`src/rtl/squash_pkg.sv`:
```
// Shared effect ids, FSM state codes and per-effect lookups for the squash sound scheduler.
// Effect ids double as priority rank: a larger id always wins.
package squash_pkg;

  typedef enum logic [1:0] {
    ID_NONE   = 2'd0,
    ID_WALL   = 2'd1,
    ID_PADDLE = 2'd2,
    ID_MISS   = 2'd3
  } effect_id_e;

  localparam logic [1:0] ST_IDLE = 2'd0;
  localparam logic [1:0] ST_PLAY = 2'd1;
  localparam logic [1:0] ST_HOLD = 2'd2;

  function automatic int unsigned half_for(input logic [1:0] id, input int unsigned wall_h,
                                           input int unsigned paddle_h, input int unsigned miss_h);
    case (id)
      ID_WALL:   return wall_h;
      ID_PADDLE: return paddle_h;
      ID_MISS:   return miss_h;
      default:   return 1;
    endcase
  endfunction

  function automatic int unsigned frames_for(input logic [1:0] id, input int unsigned wall_f,
                                             input int unsigned paddle_f, input int unsigned miss_f);
    case (id)
      ID_WALL:   return wall_f;
      ID_PADDLE: return paddle_f;
      ID_MISS:   return miss_f;
      default:   return 1;
    endcase
  endfunction

  // mask is one-hot per effect: {miss, paddle, wall}
  function automatic logic [2:0] id_bit(input logic [1:0] id);
    case (id)
      ID_WALL:   return 3'b001;
      ID_PADDLE: return 3'b010;
      ID_MISS:   return 3'b100;
      default:   return 3'b000;
    endcase
  endfunction

  function automatic logic [1:0] top_id(input logic [2:0] mask);
    if (mask[2]) return ID_MISS;
    if (mask[1]) return ID_PADDLE;
    if (mask[0]) return ID_WALL;
    return ID_NONE;
  endfunction

  function automatic logic [1:0] max_id(input logic [1:0] a, input logic [1:0] b);
    return (a > b) ? a : b;
  endfunction

endpackage

```
`src/rtl/squash_tone_gen.sv`:
```
// Square-wave generator: divider counts 0..half-1 and toggles phase on each wrap.
// clear has priority over run so a new effect always starts from phase 0.
module squash_tone_gen #(
  parameter int DIV_W = 16
) (
  input  logic             clk,
  input  logic             reset,
  input  logic             clear,
  input  logic             run,
  input  logic [DIV_W-1:0] half,
  output logic             phase
);

  logic [DIV_W-1:0] div_q, div_d;
  logic             phase_q, phase_d;

  always_comb begin
    div_d   = div_q;
    phase_d = phase_q;
    if (clear) begin
      div_d   = '0;
      phase_d = 1'b0;
    end else if (run) begin
      if (div_q == half - DIV_W'(1)) begin
        div_d   = '0;
        phase_d = ~phase_q;
      end else begin
        div_d = div_q + DIV_W'(1);
      end
    end
  end

  always_ff @(posedge clk) begin
    if (reset) begin
      div_q   <= '0;
      phase_q <= 1'b0;
    end else begin
      div_q   <= div_d;
      phase_q <= phase_d;
    end
  end

  assign phase = phase_q;

endmodule

```
`src/rtl/squash_sound_seq.sv`:
```
// Sound-effect scheduler: arbitrates wall/paddle/miss requests onto one speaker pin
// with priority preemption, a single pending slot, pause (HOLD) and mute.
module squash_sound_seq
  import squash_pkg::*;
#(
  parameter int          DIV_W         = 16,
  parameter int unsigned WALL_HALF     = 28409,
  parameter int unsigned PADDLE_HALF   = 14205,
  parameter int unsigned MISS_HALF     = 56818,
  parameter int          DUR_W         = 6,
  parameter int unsigned WALL_FRAMES   = 4,
  parameter int unsigned PADDLE_FRAMES = 6,
  parameter int unsigned MISS_FRAMES   = 30
) (
  input  logic       clk,
  input  logic       reset,
  input  logic       frame_tick,
  input  logic       pause,
  input  logic       mute,
  input  logic       req_wall,
  input  logic       req_paddle,
  input  logic       req_miss,
  output logic       speaker,
  output logic       busy,
  output logic [1:0] active_id,
  output logic [2:0] grant
);

  logic [1:0]       state_q, state_d;
  logic [1:0]       active_q, active_d;
  logic [1:0]       pend_q, pend_d;
  logic [DUR_W-1:0] dur_q, dur_d;
  logic [2:0]       grant_q, grant_d;
  logic             mute_q;

  logic [2:0]       req_mask, idle_mask;
  logic [1:0]       req_hi, req_sec, idle_top, start_id;
  logic             tone_clear, tone_run, tone_phase;
  logic [DIV_W-1:0] tone_half;

  always_comb begin
    req_mask  = {req_miss, req_paddle, req_wall};
    req_hi    = top_id(req_mask);
    req_sec   = top_id(req_mask & ~id_bit(req_hi));
    // From IDLE the pending entry competes with fresh requests on equal terms.
    idle_mask = req_mask | id_bit(pend_q);
    idle_top  = top_id(idle_mask);

    state_d    = state_q;
    active_d   = active_q;
    pend_d     = pend_q;
    dur_d      = dur_q;
    grant_d    = 3'b000;
    start_id   = ID_NONE;
    tone_clear = 1'b0;
    tone_run   = 1'b0;

    case (state_q)
      ST_IDLE: begin
        if (pause) begin
          pend_d = max_id(pend_q, req_hi);
        end else begin
          start_id = idle_top;
          pend_d   = top_id(idle_mask & ~id_bit(idle_top));
        end
      end
      ST_PLAY: begin
        if (pause) begin
          state_d = ST_HOLD;
          pend_d  = max_id(pend_q, req_hi);
        end else begin
          tone_run = 1'b1;
          if (frame_tick && dur_q == DUR_W'(1)) begin
            // End tick: a coinciding request only goes through the pending slot.
            start_id = max_id(pend_q, req_hi);
            pend_d   = ID_NONE;
            if (start_id == ID_NONE) begin
              state_d  = ST_IDLE;
              active_d = ID_NONE;
            end
          end else if (req_hi > active_q) begin
            start_id = req_hi;
            pend_d   = max_id(pend_q, req_sec);
          end else begin
            pend_d = max_id(pend_q, req_hi);
            if (frame_tick) dur_d = dur_q - DUR_W'(1);
          end
        end
      end
      ST_HOLD: begin
        pend_d = max_id(pend_q, req_hi);
        if (!pause) state_d = ST_PLAY;
      end
      default: state_d = ST_IDLE;
    endcase

    if (start_id != ID_NONE) begin
      state_d    = ST_PLAY;
      active_d   = start_id;
      dur_d      = DUR_W'(frames_for(start_id, WALL_FRAMES, PADDLE_FRAMES, MISS_FRAMES));
      grant_d    = id_bit(start_id);
      tone_clear = 1'b1;
    end
  end

  always_ff @(posedge clk) begin
    if (reset) begin
      state_q  <= ST_IDLE;
      active_q <= ID_NONE;
      pend_q   <= ID_NONE;
      dur_q    <= '0;
      grant_q  <= 3'b000;
      mute_q   <= 1'b0;
    end else begin
      state_q  <= state_d;
      active_q <= active_d;
      pend_q   <= pend_d;
      dur_q    <= dur_d;
      grant_q  <= grant_d;
      mute_q   <= mute;
    end
  end

  assign tone_half = DIV_W'(half_for(active_q, WALL_HALF, PADDLE_HALF, MISS_HALF));

  squash_tone_gen #(.DIV_W(DIV_W)) u_tone (
    .clk   (clk),
    .reset (reset),
    .clear (tone_clear),
    .run   (tone_run),
    .half  (tone_half),
    .phase (tone_phase)
  );

  assign speaker   = tone_phase & (state_q == ST_PLAY) & ~mute_q;
  assign busy      = (state_q != ST_IDLE);
  assign active_id = active_q;
  assign grant     = grant_q;

endmodule

```
`config.mk`:
```
export PLATFORM = sky130hd
export DESIGN_NAME = squash_sound_seq
export DESIGN_NICKNAME = d
export VERILOG_FILES = /design/src/rtl/squash_pkg.sv /design/src/rtl/squash_tone_gen.sv /design/src/rtl/squash_sound_seq.sv
export SDC_FILE = /design/constraint.sdc
export NUM_CORES = 1
export LEC_CHECK = 0
export BUFFER_PORTS_ARGS = -buffer_cell sky130_fd_sc_hd__buf_2
export CAP_MARGIN = 20
export CORE_UTILIZATION = 31
export CTS_CLUSTER_DIAMETER = 40
export DETAILED_ROUTE_END_ITERATION = 8
export PLACE_DENSITY = 0.53
export SLEW_MARGIN = 10
export SYNTH_ARGS = -nofsm -noshare
export SYNTH_HDL_FRONTEND = slang
export SYNTH_HIERARCHICAL = 1
export SYNTH_SLANG_ARGS = --single-unit
```
`constraint.sdc`:
```
create_clock -name clk -period 3.81 [get_ports clk]
set_input_delay 0.9525 -clock clk [delete_from_list [all_inputs] [get_ports clk]]
set_output_delay 0.9525 -clock clk [all_outputs]
set_load 0.02 [all_outputs]
```
==> results of run 1 <==
## final cells by class
| type | instances | area (um2) |
|---|---|---|
| clock buffer | 6 | 82.6 |
| fill | 853 | 5220 |
| tap | 105 | 131 |
| inverter | 25 | 93.8 |
| clock inverter | 1 | 7.51 |
| multi-input combinational | 268 | 1840 |
| sequential | 33 | 662 |
| timing repair buffer | 29 | 183 |
## what timing repair did
| item | CTS | global route |
|---|---|---|
| hold buffers | 0 | 0 |
| gates resized for setup | 0 | 2 |
| endpoints found under the setup margin | 0 | 13 |
## state kept, by name, summed over array words and instances, names as in the netlist
register,cells
state_q,2
u_tone/div_q,16
mute_q,1
dur_q,6
u_tone/phase,1
active_id,2
grant,3
pend_q,2
## path summary, 6_finish.rpt
check	slack, ns	end
hold / removal	0.48	u_tone/phase$_SDFFE_PP0P_
hold reg to reg	0.48	u_tone/phase$_SDFFE_PP0P_
setup reg to reg	0.32	u_tone/phase$_SDFFE_PP0P_
setup / recovery	0.32	u_tone/phase$_SDFFE_PP0P_
## routing by layer
metal  vias up  routed length, um  GRT usage [%]
li1       1231                  -              -
met1      1109               3170           19.7
met2        20               2690           23.6
met3         8                140           2.67
met4         0                 87           4.87
met5         -                  0              0
## cell families after synthesis
group                    Yosys count
adder cells (fa/ha/maj)           20
buffers and inverters             35
multiplexers                       4
AO/OA/AOI/OAI                     61
AND/OR/NAND/NOR                  148
XOR/XNOR                          35
flip-flops                        33
## metrics by stage
stage / power, W / hold slack, ns / setup slack, ns / std cells / utilization, %
floorplan: 0.000818 / 0.451 / 0.325 / 336 / -
global placement: 0.000967 / 0.466 / 0.178 / 460 / 35.3
detailed placement: 0.000966 / 0.472 / 0.0386 / 460 / 35.3
CTS: 0.00126 / 0.483 / 0.0222 / 467 / 36.4
global route: 0.00135 / 0.544 / 0.0282 / 467 / 36.5
finish: 0.00125 / 0.483 / 0.324 / 467 / 36.5
## power by group through the flow
stage | Combinational [W] | Clock (W) | Sequential (W)
after floorplan | 0.000409 | 0 | 0.000409
after global placement | 0.000559 | 0 | 0.000408
after detailed placement | 0.000558 | 0 | 0.000408
after CTS | 0.000561 | 0.000296 | 0.000400
after global routing | 0.000632 | 0.000310 | 0.000406
final | 0.000566 | 0.000283 | 0.000401
## synthesized netlist by cell type, types with 3 or more instances
cell type	number	area, um2
nand4_1	6	37.5
o21ai_0	6	30.0
inv_1	23	86.3
nand2_1	28	105
dfxtp_1	33	661
a21oi_1	19	95.1
o31ai_1	5	37.5
or3_1	3	18.8
xor2_1	22	193
nand2b_1	6	37.5
a31oi_1	3	18.8
clkbuf_1	5	18.8
or4_1	6	45.0
nor2_1	40	150
nand3_1	11	55.1
mux2i_1	3	30.0
nor3b_1	3	22.5
nor3_1	13	65.1
buf_2	4	20.0
o211ai_1	6	45.0
xnor2_1	13	114
ha_1	20	250
nor2b_1	8	50.1
o22ai_1	4	25.0
nor4_1	7	43.8
## worst max-delay path: stages, from the launching register on
cell	delay (ns)
dfxtp_1	0.41
inv_1	0.10
ha_1	0.18
or2_2	0.30
or4_4	0.44
nor4_4	0.35
mux2i_1	0.12
or3b_1	0.38
a211o_1	0.35
buf_4	0.17
or4_1	0.47
a21oi_1	0.15
## cells in the final DEF (no fill, tap or decap), drive strengths merged, types with 3 or more instances in the layout
master / count
ha: 20
nand2: 28
o22ai: 4
nor4: 8
o31ai: 6
nor2: 40
o211ai: 6
a21oi: 19
inv: 25
nand4: 6
nor3b: 3
nor2b: 8
or4: 7
or2: 4
o21ai: 8
clkbuf: 6
xnor2: 13
nand2b: 6
buf: 29
dfxtp: 33
a31oi: 3
nand3: 11
mux2i: 3
xor2: 22
or3: 3
nor3: 15
==> impl_metrics.json, run 1 <==
{
  "status": "finished, final reports clean",
  "finalSetupTns_ns": 0,
  "diodes": 0,
  "cts_tree": "built",
  "crit_path_start_kind": "flop",
  "drcViolationCount": 0,
  "synth.distinct_cells": 57,
  "synth_compound_area_share_pct": 16.7,
  "vias_per_cell": 5.07,
  "ctsLongestPathBuffers": 2,
  "synth_edf_count": 0,
  "cts_sinks": 33,
  "cp_max_fo": 6,
  "p_per_area_mw_per_mm2": 417,
  "syn_inst": 336,
  "grt_pass1_vias": 2185,
  "hold_violations": 0,
  "mappedNetlistArea_mm2": 0.00263,
  "drtPass1Iterations": 4,
  "regToRegStartpoint": "active_id[1]$_SDFFE_PP0P_",
  "finalCritPeriodShare_pct": 91.5,
  "final_area_mm2": 0.00300,
  "syn-mean-instance-area_um2": 7.84,
  "swShare_pct": 40.2,
  "seq_area_frac_synth_pct": 25.1,
  "worst_slew_pin_slew_ns": 0.607,
  "vdd_drop_max_v": 0.000199,
  "report.final.slew_viol_count": 0,
  "core-area_mm2": 0.00822,
  "hold_depth": 2,
  "final_nets": 390,
  "p_int_w": 0.000747,
  "setup_viol": 0,
  "synth_top_flop_cell": "dfxtp_1",
  "cap_violations": 0,
  "synthAdderAreaFrac_pct": 9.50,
  "crit_path_end_kind": "flop",
  "htreeDepth": 2,
  "cp.arrival_ns": 3.72,
  "syn_nets": 364,
  "via_count": 2368,
  "dp_hpwl_um": 4610,
  "initial_core_util_pct": 32.1,
  "max-slew-margin-rel_pct": 59.5,
  "p_switching_w": 0.000503,
  "p_clk_share_pct": 22.7,
  "hp-class": "reg -> reg",
  "grt_pass1_wl_um": 10300,
  "drt_iter0_drc": 95,
  "cts_root_buffer": "clkbuf_8",
  "fin_crit_ns": 3.49,
  "post_cts.repair.setup_buffers": 0,
  "post_drt_wl_per_cell_um": 13.0,
  "areaGrowthSynthToFinish_pct": 13.8,
  "critPathKind": "reg -> reg",
  "gp_congestion": 0.762,
  "share_comb_of_total_power_pct": 45.3,
  "antenna_found_initial": 0,
  "drtAntennaViolNets": 0,
  "grt-ovfl-total": 0,
  "layout-drive-gt1-share_pct": 14.6,
  "hp-start": "u_tone/phase$_SDFFE_PP0P_",
  "ios": 15,
  "seq_power_share_pct": 32.0,
  "portBuffers": 14,
  "wl_um": 6090,
  "max_clock_freq_mhz": 287,
  "rsz0062_at_grt": "false",
  "fin_skew_ns": 0.00671,
  "die-area_mm2": 0.00887,
  "synth_top_family_by_area": "simple AND/OR/NAND/NOR gates",
  "grt_max_degree": 19,
  "worstSkewPairLatency_ns": 0.30,
  "rows": 33,
  "cp.required_ns": 4.04,
  "synthSimpleGateAreaFrac_pct": 30.0,
  "synth_xor_area_share_pct": 11.6,
  "chipWidth_um": 94.2,
  "synthArstFlopShare_pct": 0,
  "ys_ff_latch": 33,
  "worstRegToRegCells": 11,
  "die_y_um": 94.2,
  "cts_made_buffers": 5,
  "p_leak_nw": 1.15,
  "dpl_cell_area_mm2": 0.00290,
  "yosysWarningCount": 6,
  "synth.area.mux_share_pct": 1.57,
  "cp-startpoint": "active_id[1]$_SDFFE_PP0P_",
  "clkSlewWorstSetupHoldPaths_ns": 0.08,
  "grt_usage_pct": 14.7
}
Note: power is estimated with default switching activity, not from simulation.
==> run 2, diff against run 1 <==
--- a/config.mk
+++ b/config.mk
@@ -10,9 +10,8 @@
 export CORE_UTILIZATION = 31
 export CTS_CLUSTER_DIAMETER = 40
 export DETAILED_ROUTE_END_ITERATION = 8
-export PLACE_DENSITY = 0.53
+export PLACE_DENSITY = 0.54
 export SLEW_MARGIN = 10
 export SYNTH_ARGS = -nofsm -noshare
 export SYNTH_HDL_FRONTEND = slang
-export SYNTH_HIERARCHICAL = 1
 export SYNTH_SLANG_ARGS = --single-unit
==> run 2 against run 1 <==
Compared with the run above:
- die area shrank 18%
- critical endpoint is now dur_q[5]$_SDFFE_PP0P_
- critical path depth decreased by 1
- synthesized area down 19%
- non-clock buffer count down 11
- largest cell class unchanged
==> impl_metrics.json, run 2 <==
{
  "rows": 29,
  "syn_inst": 254,
  "use_met2_pct": 22.7,
  "crit_path_start_kind": "primary input",
  "hold_depth": 2,
  "largest_register": "u_tone.div_q",
  "critPathCapture": "dur_q[5]$_SDFFE_PP0P_",
  "finalSetupTns_ns": 0,
  "diodes": 0,
  "ctsHoldBuffers": 0,
  "final_area_mm2": 0.00238,
  "critPathKind": "in -> reg",
  "cp.required_ns": 4.03,
  "chipWidth_um": 85.1,
  "cts_resized": 0,
  "final_cell_mix": "dfxtp_1 (33), nor2_1 (30), nand2_1 (23)",
  "regToRegStartpoint": "active_id[1]$_SDFFE_PP0P_",
  "max_clock_freq_mhz": 326,
  "portBuffers": 14,
  "gr-usage-met3_pct": 3.02,
  "grt_pass1_wl_um": 7870,
  "cap_violations": 0,
  "fill_cells": 668,
  "drcViolationCount": 0,
  "yosysWarningCount": 0,
  "ctsLongestPathBuffers": 2,
  "drtAntennaViolNets": 0,
  "yosys.area.top_type": "dfxtp_1",
  "gr-max-usage-layer": "met2",
  "largest_register_ffs": 16,
  "syn_nets": 280,
  "clkSlewWorstSetupHoldPaths_ns": 0.07,
  "via_count": 1787,
  "finalCritPeriodShare_pct": 80.4,
  "initial_core_util_pct": 32.9,
  "fin_skew_ns": 0.00603,
  "grt_pass1_vias": 1730,
  "worstRegToRegCells": 9,
  "final_common_cell": "dfxtp_1",
  "drt_iter0_drc": 45,
  "synth.distinct_cells": 49,
  "vias_per_cell": 5.11,
  "synthTopCellsByArea": "dfxtp_1 (31%), ha_1 (11%), xor2_1 (6.6%)",
  "worstSkewPairLatency_ns": 0.29,
  "setup_viol": 0,
  "post_drt_wl_per_cell_um": 12.8,
  "ys_ff_latch": 33,
  "rrSetupSlack_ns": 1.32,
  "met1_usage_pct": 17.2,
  "synth_most_common_cell": "dfxtp_1",
  "crit_path_end_kind": "flop",
  "htreeDepth": 2,
  "worst_slew_pin_slew_ns": 0.504,
  "antenna_found_initial": 0,
  "areaGrowthSynthToFinish_pct": 11.5,
  "die_y_um": 85.1,
  "p_per_area_mw_per_mm2": 400,
  "post_cts.repair.setup_buffers": 0,
  "dpl_cell_area_mm2": 0.00230,
  "vdd_drop_max_v": 0.000166,
  "report.final.slew_viol_count": 0,
  "synth_top_flop_cell": "dfxtp_1",
  "cts_made_buffers": 5,
  "netlist_top_cells_count": "dfxtp_1 (33), nor2_1 (30), nand2_1 (23)",
  "grt_max_degree": 17,
  "syn-mean-instance-area_um2": 8.42,
  "p_leak_nw": 0.955,
  "grt-ovfl-total": 0,
  "rsz0062_at_grt": "false",
  "core-area_mm2": 0.00649,
  "synth_top_area_share_pct": 30.9,
  "drtPass1Iterations": 4,
  "seq_area_frac_synth_pct": 30.9,
  "cp.arrival_ns": 3.29,
  "synth_edf_count": 0,
  "ios": 15,
  "cts_root_buffer": "clkbuf_8",
  "mappedNetlistArea_mm2": 0.00214,
  "die-area_mm2": 0.00723,
  "gp_congestion": 0.780,
  "dp_hpwl_um": 3380,
  "max-slew-margin-rel_pct": 66.1,
  "status": "finished, final reports clean",
  "final_nets": 298,
  "wl_um": 4470,
  "cts_sinks": 33,
  "grt_usage_pct": 13.5,
  "r2r-end": "dur_q[5]$_SDFFE_PP0P_",
  "hp-class": "reg -> reg",
  "cp-startpoint": "req_miss",
  "layout-drive-gt1-share_pct": 13.2,
  "fin_crit_ns": 3.06,
  "cp_max_fo": 11,
  "hold_violations": 0,
  "cts_tree": "built",
  "synthArstFlopShare_pct": 0
}
==> run 2: cell types whose count changed after synthesis, moves of 6 or more <==
| cell | previous run | this run |
|---|---|---|
| nor3_1 | 13 | 5 |
| inv_1 | 23 | 16 |
| xor2_1 | 22 | 16 |
| nor4_1 | 7 | 1 |
| nor2_1 | 40 | 30 |
==> run 2: worst min-delay path by stage <==
stage / endpoint / from
detailed placement: u_tone.div_q[1]$_SDFFE_PP0P_ / u_tone.div_q[1]$_SDFFE_PP0P_
global placement: u_tone.div_q[1]$_SDFFE_PP0P_ / u_tone.div_q[1]$_SDFFE_PP0P_
finish: u_tone.div_q[1]$_SDFFE_PP0P_ / u_tone.div_q[1]$_SDFFE_PP0P_
CTS: u_tone.div_q[1]$_SDFFE_PP0P_ / u_tone.div_q[1]$_SDFFE_PP0P_
floorplan: u_tone.div_q[1]$_SDFFE_PP0P_ / u_tone.div_q[1]$_SDFFE_PP0P_
global route: u_tone.div_q[1]$_SDFFE_PP0P_ / u_tone.div_q[1]$_SDFFE_PP0P_
==> run 2: cell families after synthesis <==
logic type	after synthesis	synth area share, %
AOI/OAI and AO/OA	43	14.6
xor gates and xnor gates	24	9.83
adders and majority gates	18	10.5
buffers and inverters	23	4.33
DFF	33	30.9
muxes	7	3.63
and+or+nand+nor	106	26.2
==> run 2: metal layers <==
metal	routed length, um	part of all wire, %	vias to the layer above
li1	-	-	937
met1	2230	50	819
met2	2060	46	25
met3	152	3.4	6
met4	36	0.81	0
met5	0	0	-
==> run 2: worst max-delay path, stage by stage <==
cell and delay, ns:
buf_2 0.14, or2_2 0.34, ha_1 0.29, nor2b_1 0.14, o21a_1 0.24, mux2_4 0.29
a311oi_4 0.35, buf_4 0.24, nand3b_1 0.16, nor2_1 0.14
==> run 2: area by class of cell <==
type / count / area, um2 / share of cell area (%)
sequential: 33 / 661 / 27.7
multi-input combinational: 198 / 1390 / 58.1
timing repair buffer: 18 / 100 / 4.20
tap: 77 / 96.3 / 4.04
clock inverter: 2 / 10.0 / 0.420
clock buffer: 6 / 72.6 / 3.04
inverter: 16 / 60.1 / 2.52
==> run 2: metrics by stage <==
| stage | hold slack [ns] | power (W) | worst slack [ns] | utilization, % | std cells |
|---|---|---|---|---|---|
| 2_1_floorplan | 0.461 | 0.000628 | 0.604 | - | 254 |
| 3_3_place_gp | 0.479 | 0.000706 | 0.458 | 35.4 | 342 |
| 3_5_place_dp | 0.488 | 0.000705 | 0.442 | 35.4 | 342 |
| 4_1_cts | 0.498 | 0.000967 | 0.750 | 36.7 | 350 |
| 5_1_grt | 0.522 | 0.00102 | 0.630 | 36.7 | 350 |
| 6_report | 0.495 | 0.000955 | 0.745 | 36.7 | 350 |
==> run 2: report_power, final <==
group,internal [W],switching [W]
Combinational,0.000127,0.000169
Sequential,0.000367,0.0000318
Clock,0.000127,0.000133
